==> src/rtl/stepper_pkg.sv <==
// Shared definitions for the stepper motion path: mode encodings, ramp
// generator state encoding and default datapath widths.
package stepper_pkg;

    localparam int unsigned PER_W_DEF  = 24;
    localparam int unsigned STEP_W_DEF = 14;

    typedef enum logic [1:0] {
        MODE_IDLE      = 2'd0,
        MODE_FULL_STEP = 2'd1,
        MODE_HALF_STEP = 2'd2
    } mode_e;

    typedef enum logic [2:0] {
        ST_IDLE,
        ST_ACCEL,
        ST_CRUISE,
        ST_DECEL,
        ST_DONE
    } ramp_state_e;

    function automatic logic mode_valid(input logic [1:0] mode);
        return (mode == MODE_FULL_STEP) || (mode == MODE_HALF_STEP);
    endfunction

endpackage

==> src/rtl/stepper_ramp_gen_if.sv <==
// Command and status bundle between the register block (master) and the
// ramp generator (slave).
interface stepper_ramp_gen_if
    import stepper_pkg::*;
#(
    parameter int unsigned PER_W  = PER_W_DEF,
    parameter int unsigned STEP_W = STEP_W_DEF
);
    logic              i_start;
    logic              i_stop;
    logic              i_dir;
    logic [1:0]        i_mode;
    logic [STEP_W-1:0] i_step_total;
    logic [PER_W-1:0]  i_period_start;
    logic [PER_W-1:0]  i_period_min;
    logic [PER_W-1:0]  i_period_dec;

    logic              o_step_tick;
    logic              o_dir;
    logic [1:0]        o_mode;
    logic              o_busy;
    logic              o_done;
    logic [STEP_W-1:0] o_step_cnt;

    modport master (
        output i_start, i_stop, i_dir, i_mode, i_step_total,
               i_period_start, i_period_min, i_period_dec,
        input  o_step_tick, o_dir, o_mode, o_busy, o_done, o_step_cnt
    );

    modport slave (
        input  i_start, i_stop, i_dir, i_mode, i_step_total,
               i_period_start, i_period_min, i_period_dec,
        output o_step_tick, o_dir, o_mode, o_busy, o_done, o_step_cnt
    );
endinterface

==> src/rtl/step_timer.sv <==
// Free-running interval counter: tick is high in the cycle where the count
// reaches period-1; a low enable holds the count at zero.
module step_timer #(
    parameter int unsigned PER_W = 24
) (
    input  logic             i_clk,
    input  logic             i_reset,
    input  logic             enable,
    input  logic [PER_W-1:0] period,
    output logic             tick
);
    logic [PER_W-1:0] timer;

    assign tick = enable && (timer == period - PER_W'(1));

    always_ff @(posedge i_clk) begin
        if (!i_reset) begin
            timer <= '0;
        end else if (!enable || tick) begin
            timer <= '0;
        end else begin
            timer <= timer + PER_W'(1);
        end
    end
endmodule

==> src/rtl/stepper_ramp_gen.sv <==
// Trapezoidal step-rate generator: accelerate, cruise, decelerate, emitting
// one-cycle step ticks for the downstream phase sequencer.
module stepper_ramp_gen
    import stepper_pkg::*;
#(
    parameter int unsigned PER_W  = PER_W_DEF,
    parameter int unsigned STEP_W = STEP_W_DEF
) (
    input logic               i_clk,
    input logic               i_reset,
    stepper_ramp_gen_if.slave bus
);
    ramp_state_e       state, state_next;
    logic [PER_W-1:0]  per_start, per_min, per_dec, period;
    logic [STEP_W-1:0] step_total, step_cnt, acc_cnt;
    logic              dir_q;
    logic [1:0]        mode_q;

    logic              timer_en, tick, busy, done;
    logic              start_ok;
    logic [PER_W-1:0]  start_clamp, min_clamp, inc_per;
    logic [PER_W:0]    dec_sum, inc_sum;
    logic [STEP_W-1:0] new_cnt, rem, new_acc;

    step_timer #(.PER_W(PER_W)) u_timer (
        .i_clk  (i_clk),
        .i_reset(i_reset),
        .enable (timer_en),
        .period (period),
        .tick   (tick)
    );

    always_ff @(posedge i_clk) begin
        if (!i_reset) state <= ST_IDLE;
        else          state <= state_next;
    end

    always_comb begin
        start_ok    = bus.i_start && mode_valid(bus.i_mode) && (bus.i_step_total != '0);
        start_clamp = (bus.i_period_start < PER_W'(2)) ? PER_W'(2) : bus.i_period_start;
        min_clamp   = (bus.i_period_min < PER_W'(2)) ? PER_W'(2) : bus.i_period_min;
        if (min_clamp > start_clamp) min_clamp = start_clamp;

        new_cnt = step_cnt + STEP_W'(1);
        rem     = step_total - new_cnt;
        new_acc = acc_cnt + STEP_W'(1);
        // Widened sums keep the ramp compares free of underflow/overflow.
        dec_sum = {1'b0, per_min} + {1'b0, per_dec};
        inc_sum = {1'b0, period} + {1'b0, per_dec};
        inc_per = (inc_sum > {1'b0, per_start}) ? per_start : inc_sum[PER_W-1:0];

        state_next = state;
        case (state)
            ST_IDLE:   if (bus.i_start) state_next = start_ok ? ST_ACCEL : ST_DONE;
            ST_ACCEL:  if (tick) begin
                           if (rem == '0)                        state_next = ST_DONE;
                           else if (rem <= new_acc)              state_next = ST_DECEL;
                           else if ({1'b0, period} <= dec_sum)   state_next = ST_CRUISE;
                       end
            ST_CRUISE: if (tick) begin
                           if (rem == '0)            state_next = ST_DONE;
                           else if (rem <= acc_cnt)  state_next = ST_DECEL;
                       end
            ST_DECEL:  if (tick && rem == '0) state_next = ST_DONE;
            ST_DONE:   state_next = ST_IDLE;
            default:   state_next = ST_IDLE;
        endcase
        if (busy && bus.i_stop) state_next = ST_DONE;
    end

    always_comb begin
        busy     = (state == ST_ACCEL) || (state == ST_CRUISE) || (state == ST_DECEL);
        done     = (state == ST_DONE);
        timer_en = busy;
    end

    always_ff @(posedge i_clk) begin
        if (!i_reset) begin
            per_start  <= '0;
            per_min    <= '0;
            per_dec    <= '0;
            period     <= '0;
            step_total <= '0;
            step_cnt   <= '0;
            acc_cnt    <= '0;
            dir_q      <= 1'b0;
            mode_q     <= '0;
        end else if (state == ST_IDLE) begin
            if (start_ok) begin
                per_start  <= start_clamp;
                per_min    <= min_clamp;
                per_dec    <= bus.i_period_dec;
                period     <= start_clamp;
                step_total <= bus.i_step_total;
                step_cnt   <= '0;
                acc_cnt    <= '0;
                dir_q      <= bus.i_dir;
                mode_q     <= bus.i_mode;
            end
        end else if (busy && tick) begin
            step_cnt <= new_cnt;
            case (state)
                ST_ACCEL: begin
                    acc_cnt <= new_acc;
                    if (rem > new_acc)
                        period <= ({1'b0, period} <= dec_sum) ? per_min : period - per_dec;
                end
                ST_CRUISE: if (rem <= acc_cnt) period <= inc_per;
                ST_DECEL:  period <= inc_per;
                default:   ;
            endcase
        end
    end

    assign bus.o_step_tick = tick;
    assign bus.o_busy      = busy;
    assign bus.o_done      = done;
    assign bus.o_dir       = dir_q;
    assign bus.o_mode      = mode_q;
    assign bus.o_step_cnt  = step_cnt;
endmodule

==> src/flat_wrapper.sv <==
// flat-port wrapper written by rule: the top's interface ports become plain ports
module stepper_ramp_gen_flat import stepper_pkg::*;
#(
    parameter int unsigned PER_W  = PER_W_DEF,
    parameter int unsigned STEP_W = STEP_W_DEF
)
  (i_clk, i_reset, bus_i_start, bus_i_stop, bus_i_dir, bus_i_mode, bus_i_step_total, bus_i_period_start, bus_i_period_min, bus_i_period_dec, bus_o_step_tick, bus_o_dir, bus_o_mode, bus_o_busy, bus_o_done, bus_o_step_cnt);
  stepper_ramp_gen_if #(.PER_W(PER_W), .STEP_W(STEP_W)) bus_i ();
  input logic i_clk;
  input logic i_reset;
  input wire logic [$bits(bus_i.i_start)-1:0] bus_i_start;
  input wire logic [$bits(bus_i.i_stop)-1:0] bus_i_stop;
  input wire logic [$bits(bus_i.i_dir)-1:0] bus_i_dir;
  input wire logic [$bits(bus_i.i_mode)-1:0] bus_i_mode;
  input wire logic [$bits(bus_i.i_step_total)-1:0] bus_i_step_total;
  input wire logic [$bits(bus_i.i_period_start)-1:0] bus_i_period_start;
  input wire logic [$bits(bus_i.i_period_min)-1:0] bus_i_period_min;
  input wire logic [$bits(bus_i.i_period_dec)-1:0] bus_i_period_dec;
  output wire logic [$bits(bus_i.o_step_tick)-1:0] bus_o_step_tick;
  output wire logic [$bits(bus_i.o_dir)-1:0] bus_o_dir;
  output wire logic [$bits(bus_i.o_mode)-1:0] bus_o_mode;
  output wire logic [$bits(bus_i.o_busy)-1:0] bus_o_busy;
  output wire logic [$bits(bus_i.o_done)-1:0] bus_o_done;
  output wire logic [$bits(bus_i.o_step_cnt)-1:0] bus_o_step_cnt;
  assign bus_i.i_start = bus_i_start;
  assign bus_i.i_stop = bus_i_stop;
  assign bus_i.i_dir = bus_i_dir;
  assign bus_i.i_mode = bus_i_mode;
  assign bus_i.i_step_total = bus_i_step_total;
  assign bus_i.i_period_start = bus_i_period_start;
  assign bus_i.i_period_min = bus_i_period_min;
  assign bus_i.i_period_dec = bus_i_period_dec;
  assign bus_o_step_tick = bus_i.o_step_tick;
  assign bus_o_dir = bus_i.o_dir;
  assign bus_o_mode = bus_i.o_mode;
  assign bus_o_busy = bus_i.o_busy;
  assign bus_o_done = bus_i.o_done;
  assign bus_o_step_cnt = bus_i.o_step_cnt;
  stepper_ramp_gen #(.PER_W(PER_W), .STEP_W(STEP_W)) u_core (.i_clk(i_clk), .i_reset(i_reset), .bus(bus_i));
endmodule
==> config.mk <==
export PLATFORM = sky130hd
export DESIGN_NAME = stepper_ramp_gen_flat
export DESIGN_NICKNAME = d
export VERILOG_FILES = /design/src/rtl/stepper_pkg.sv /design/src/rtl/stepper_ramp_gen_if.sv /design/src/rtl/step_timer.sv /design/src/rtl/stepper_ramp_gen.sv /design/src/flat_wrapper.sv
export SDC_FILE = /design/constraint.sdc
export NUM_CORES = 1
export LEC_CHECK = 0
export CAP_MARGIN = 20
export CORE_MARGIN = 4
export CORE_UTILIZATION = 50
export CTS_CLUSTER_SIZE = 20
export DETAILED_ROUTE_END_ITERATION = 7
export GPL_ROUTABILITY_DRIVEN = 0
export HOLD_SLACK_MARGIN = 0.05
export PLACE_DENSITY = 0.82
export SYNTH_ARGS = -nofsm -noshare
export SYNTH_HDL_FRONTEND = slang
export SYNTH_SLANG_ARGS = --single-unit
==> constraint.sdc <==
create_clock -name i_clk -period 15.8 [get_ports i_clk]
set_clock_uncertainty 0.15 [all_clocks]
set_input_delay 3.16 -clock i_clk [delete_from_list [all_inputs] [get_ports i_clk]]
set_output_delay 3.16 -clock i_clk [all_outputs]
set_load 0.02 [all_outputs]
==> out/metrics.yaml <==
status:
  status: "completed"
place:
  hpwl_um: 36200
  placedCellCount: 2496
  io_buffer_count: 112
  dp_slack_ns: 8.23
  placed_cell_area_mm2: 0.0167
synth:
  syn_inst: 2100
  synthArstFlopShare_pct: 0
  synth_edf_count: 0
  synth_most_common_cell: "nand2_1"
  synth_fp_nets: 2385
  synth.avg_cell_area_um2: 7.39
  synth_sequential_area_ratio_pct: 21.7
  synth_top_area_share_pct: 21.7
  ys_ff_latch: 168
  synth_common_cells: "238 x nand2_1, 212 x a21oi_1, 189 x nor2_1, 188 x ha_1, 168 x dfxtp_1"
  yosysTopAreaCell: "dfxtp_1"
  syn_area_mm2: 0.0155
  synth.distinct_cells: 79
  dominantRegCellSynth: "dfxtp_1"
  synth_area_leaders: "dfxtp_1 22%, ha_1 15%, a21oi_1 6.8%, nand2_1 5.8%, xnor2_1 5.0%"
  yosys_warnings: 0
worst_hold_path:
  hold_start: "u_core.per_start[3]"
  holdPathStages: 2
  hp-class: "reg2reg"
  holdPathEnd: "u_core.per_start[3]"
grt:
  track_usage_pct: 27.7
  antenna_found_initial: 0
  grt_pass1_wl_um: 77200
  grt_pass1_vias: 14900
  grt-ovfl-total: 0
  grt_start_max_net_pins: 97
clock_network:
  insertion_delay_ns: 0.45
  htreeDepth: 4
  clk_pin_slew_ns: 0.08
  clockBufferDepth: 2
  cts-buffers-inserted: 17
  ctsRootBufferMaster: "clkbuf_16"
  cts_sinks: 168
  cts-resized-gates: 0
  post_cts_buffers: 0
  cts_tree: "yes"
  ctsHoldBuffers: 0
sta:
  finalCriticalPeriod_ns: 8.18
  tns_ns: 0
  slew_headroom_pct: 29.4
  worst_slack_ns: 7.62
  finalHoldViolCount: 0
  setup_viol: 0
  worst_pin_slew_ns: 1.06
  maxSlewViolCount: 0
  rsz0062_at_grt: "no"
  fmax_mhz: 122
  period_share_pct: 51.8
routing:
  drc: 0
  num_vias: 15800
  firstDrtPassIters: 5
  postRouteWirelength_um: 48500
  routed_via_density: 6.24
  first_iter_violations: 1396
  avgRoutedWirePerCell_um: 19.2
  antenna_left: 0
power:
  p_per_area_mw_per_mm2: 167
  p_leak_uw: 0.00707
  vdd_ir_drop_max_uv: 143
setup_path:
  r2r_slack_ns: 9.12
  endpoint_kind: "primary output"
  path_cells: "inv_1 -> ha_1 -> or4b_4 -> nor4_1 -> o211ai_1 -> a2111oi_2 -> o2111ai_1 -> or4_4 -> or3_1 -> buf_4 -> inv_1 -> clkdlybuf4s50_1"
  cp_max_fo: 27
  cp_common_cell: "inv_1"
  arrival_ns: 4.87
  path_buf_inv: 4
  slowest_stage: "clkdlybuf4s50_1"
  cpPeakStageDelay_ns: 0.65
  cp_top_family: "simple AND/OR/NAND/NOR gates"
  r2r_start: "u_core.bus.o_step_cnt[0]"
  r2r_cells: 23
  critPathLaunchType: "register"
  r2r_end: "u_core.period[13]"
  required_ns: 12.49
  worstSetupPathType: "reg2out"
cells_and_area:
  nets: 2404
  final_area_mm2: 0.0173
  finalNonFillerCells: 2528
  drive_gt1_share_pct: 3.61
  n_antenna_cell: 0
  area_growth_pct: 11.6
floorplan:
  dieHeight_um: 184
  io_pins: 113
  start_util_pct: 50.7
  rows: 64
  coreArea_mm2: 0.0306
  die_x_um: 184
  dieArea_mm2: 0.0339
job:
  timing.max_cap.violations: 0
layout make-up:
class,instances,area [um2]
well taps,396,495
clock inverters,14,160
flip-flops and latches,168,3360
clock buffers,18,429
repair buffers,123,1200
inverters,137,515
fillers,2774,13300
multi-input cells,1672,11200
power breakdown:
part	switching [uW]	total (uW)	internal, uW
combinational	1120	1860	744
sequential	102	579	477
clock	209	447	238
total	1430	2890	1460
worst max-delay path by stage:
stage                          start               to  slack [ns]  depth (start not counted)
floorplan           u_core.period[1]  bus_o_step_tick        9.15                         12
global placement    u_core.period[1]  bus_o_step_tick        8.39                         12
detailed placement  u_core.period[1]  bus_o_step_tick        8.23                         12
CTS                 u_core.period[1]  bus_o_step_tick        7.68                         12
global route        u_core.period[1]  bus_o_step_tick        7.42                         12
finish              u_core.period[1]  bus_o_step_tick        7.62                         12
cells by family after synthesis:
family	Yosys count	synth area share [%]
compound gates	557	22.4
xor+xnor	150	8.47
fa+ha+maj	192	15.7
buf+inv	260	6.50
flops	168	21.7
mux	51	3.35
simple gates	722	22.0
worst min-delay path, stage by stage, from the launching register on:
cell     delay (ns)
dfxtp_1        0.31
nand2_1        0.05
a21oi_1        0.05
placed cells by master (no fill, tap or decap), types with 6 or more instances in the layout:
| cell type | synthesis | final |
|---|---|---|
| xor2_1 | 61 | 61 |
| nand4_1 | 32 | 32 |
| xnor2_1 | 89 | 89 |
| nand3_1 | 61 | 61 |
| nand3b_1 | 12 | 12 |
| o21a_1 | 9 | 9 |
| a21o_1 | 42 | 42 |
| a31oi_1 | 22 | 22 |
| clkdlybuf4s50_1 | 0 | 111 |
| mux2i_1 | 44 | 44 |
| a221oi_1 | 6 | 6 |
| a211oi_1 | 17 | 17 |
| a211o_1 | 9 | 9 |
| a21boi_0 | 9 | 9 |
| mux2_2 | 7 | 7 |
| nor2b_1 | 21 | 21 |
| clkbuf_16 | 0 | 17 |
| o21ai_0 | 106 | 106 |
| buf_4 | 1 | 11 |
| inv_1 | 137 | 136 |
| o22ai_1 | 10 | 10 |
| dfxtp_1 | 168 | 168 |
| o221ai_1 | 9 | 9 |
| o21bai_1 | 10 | 10 |
| o311ai_0 | 7 | 7 |
| and3_1 | 21 | 21 |
| nor3_1 | 47 | 46 |
| o31ai_1 | 11 | 11 |
| nor4_1 | 26 | 26 |
| o211ai_1 | 24 | 24 |
| or2_2 | 6 | 6 |
| a21oi_1 | 212 | 212 |
| nor2_1 | 189 | 187 |
| or3_1 | 15 | 15 |
| ha_1 | 188 | 188 |
| nand2_1 | 238 | 238 |
| nand2b_1 | 22 | 22 |
| or4_1 | 7 | 7 |
routing by layer:
metal	share of wire, %	vias up	routed length (um)	global-route usage [%]
met4	6.5	0	3130	14.8
met5	0	-	0	0
met3	6.7	196	3260	3.53
met2	46	726	22400	46.3
li1	-	7485	-	-
met1	41	7356	19700	34.8
flip-flops by register name (all words and copies together) (netlist names):
register,count
u_core.acc_cnt,14
u_core.bus.o_dir,1
u_core.bus.o_mode,2
u_core.bus.o_step_cnt,14
u_core.per_dec,24
u_core.per_min,24
u_core.per_start,24
u_core.period,24
u_core.state,3
u_core.step_total,14
u_core.u_timer.timer,24
stage by stage:
step / hold slack [ns] / utilization [%] / power (uW)
floorplan: 0.286 / - / 1930
global placement: 0.292 / 54.7 / 2310
detailed placement: 0.299 / 54.7 / 2370
CTS: 0.309 / 56.6 / 2840
global route: 0.335 / 56.6 / 3090
finish: 0.308 / 56.6 / 2890
Note: power is estimated with default switching activity, not from simulation.
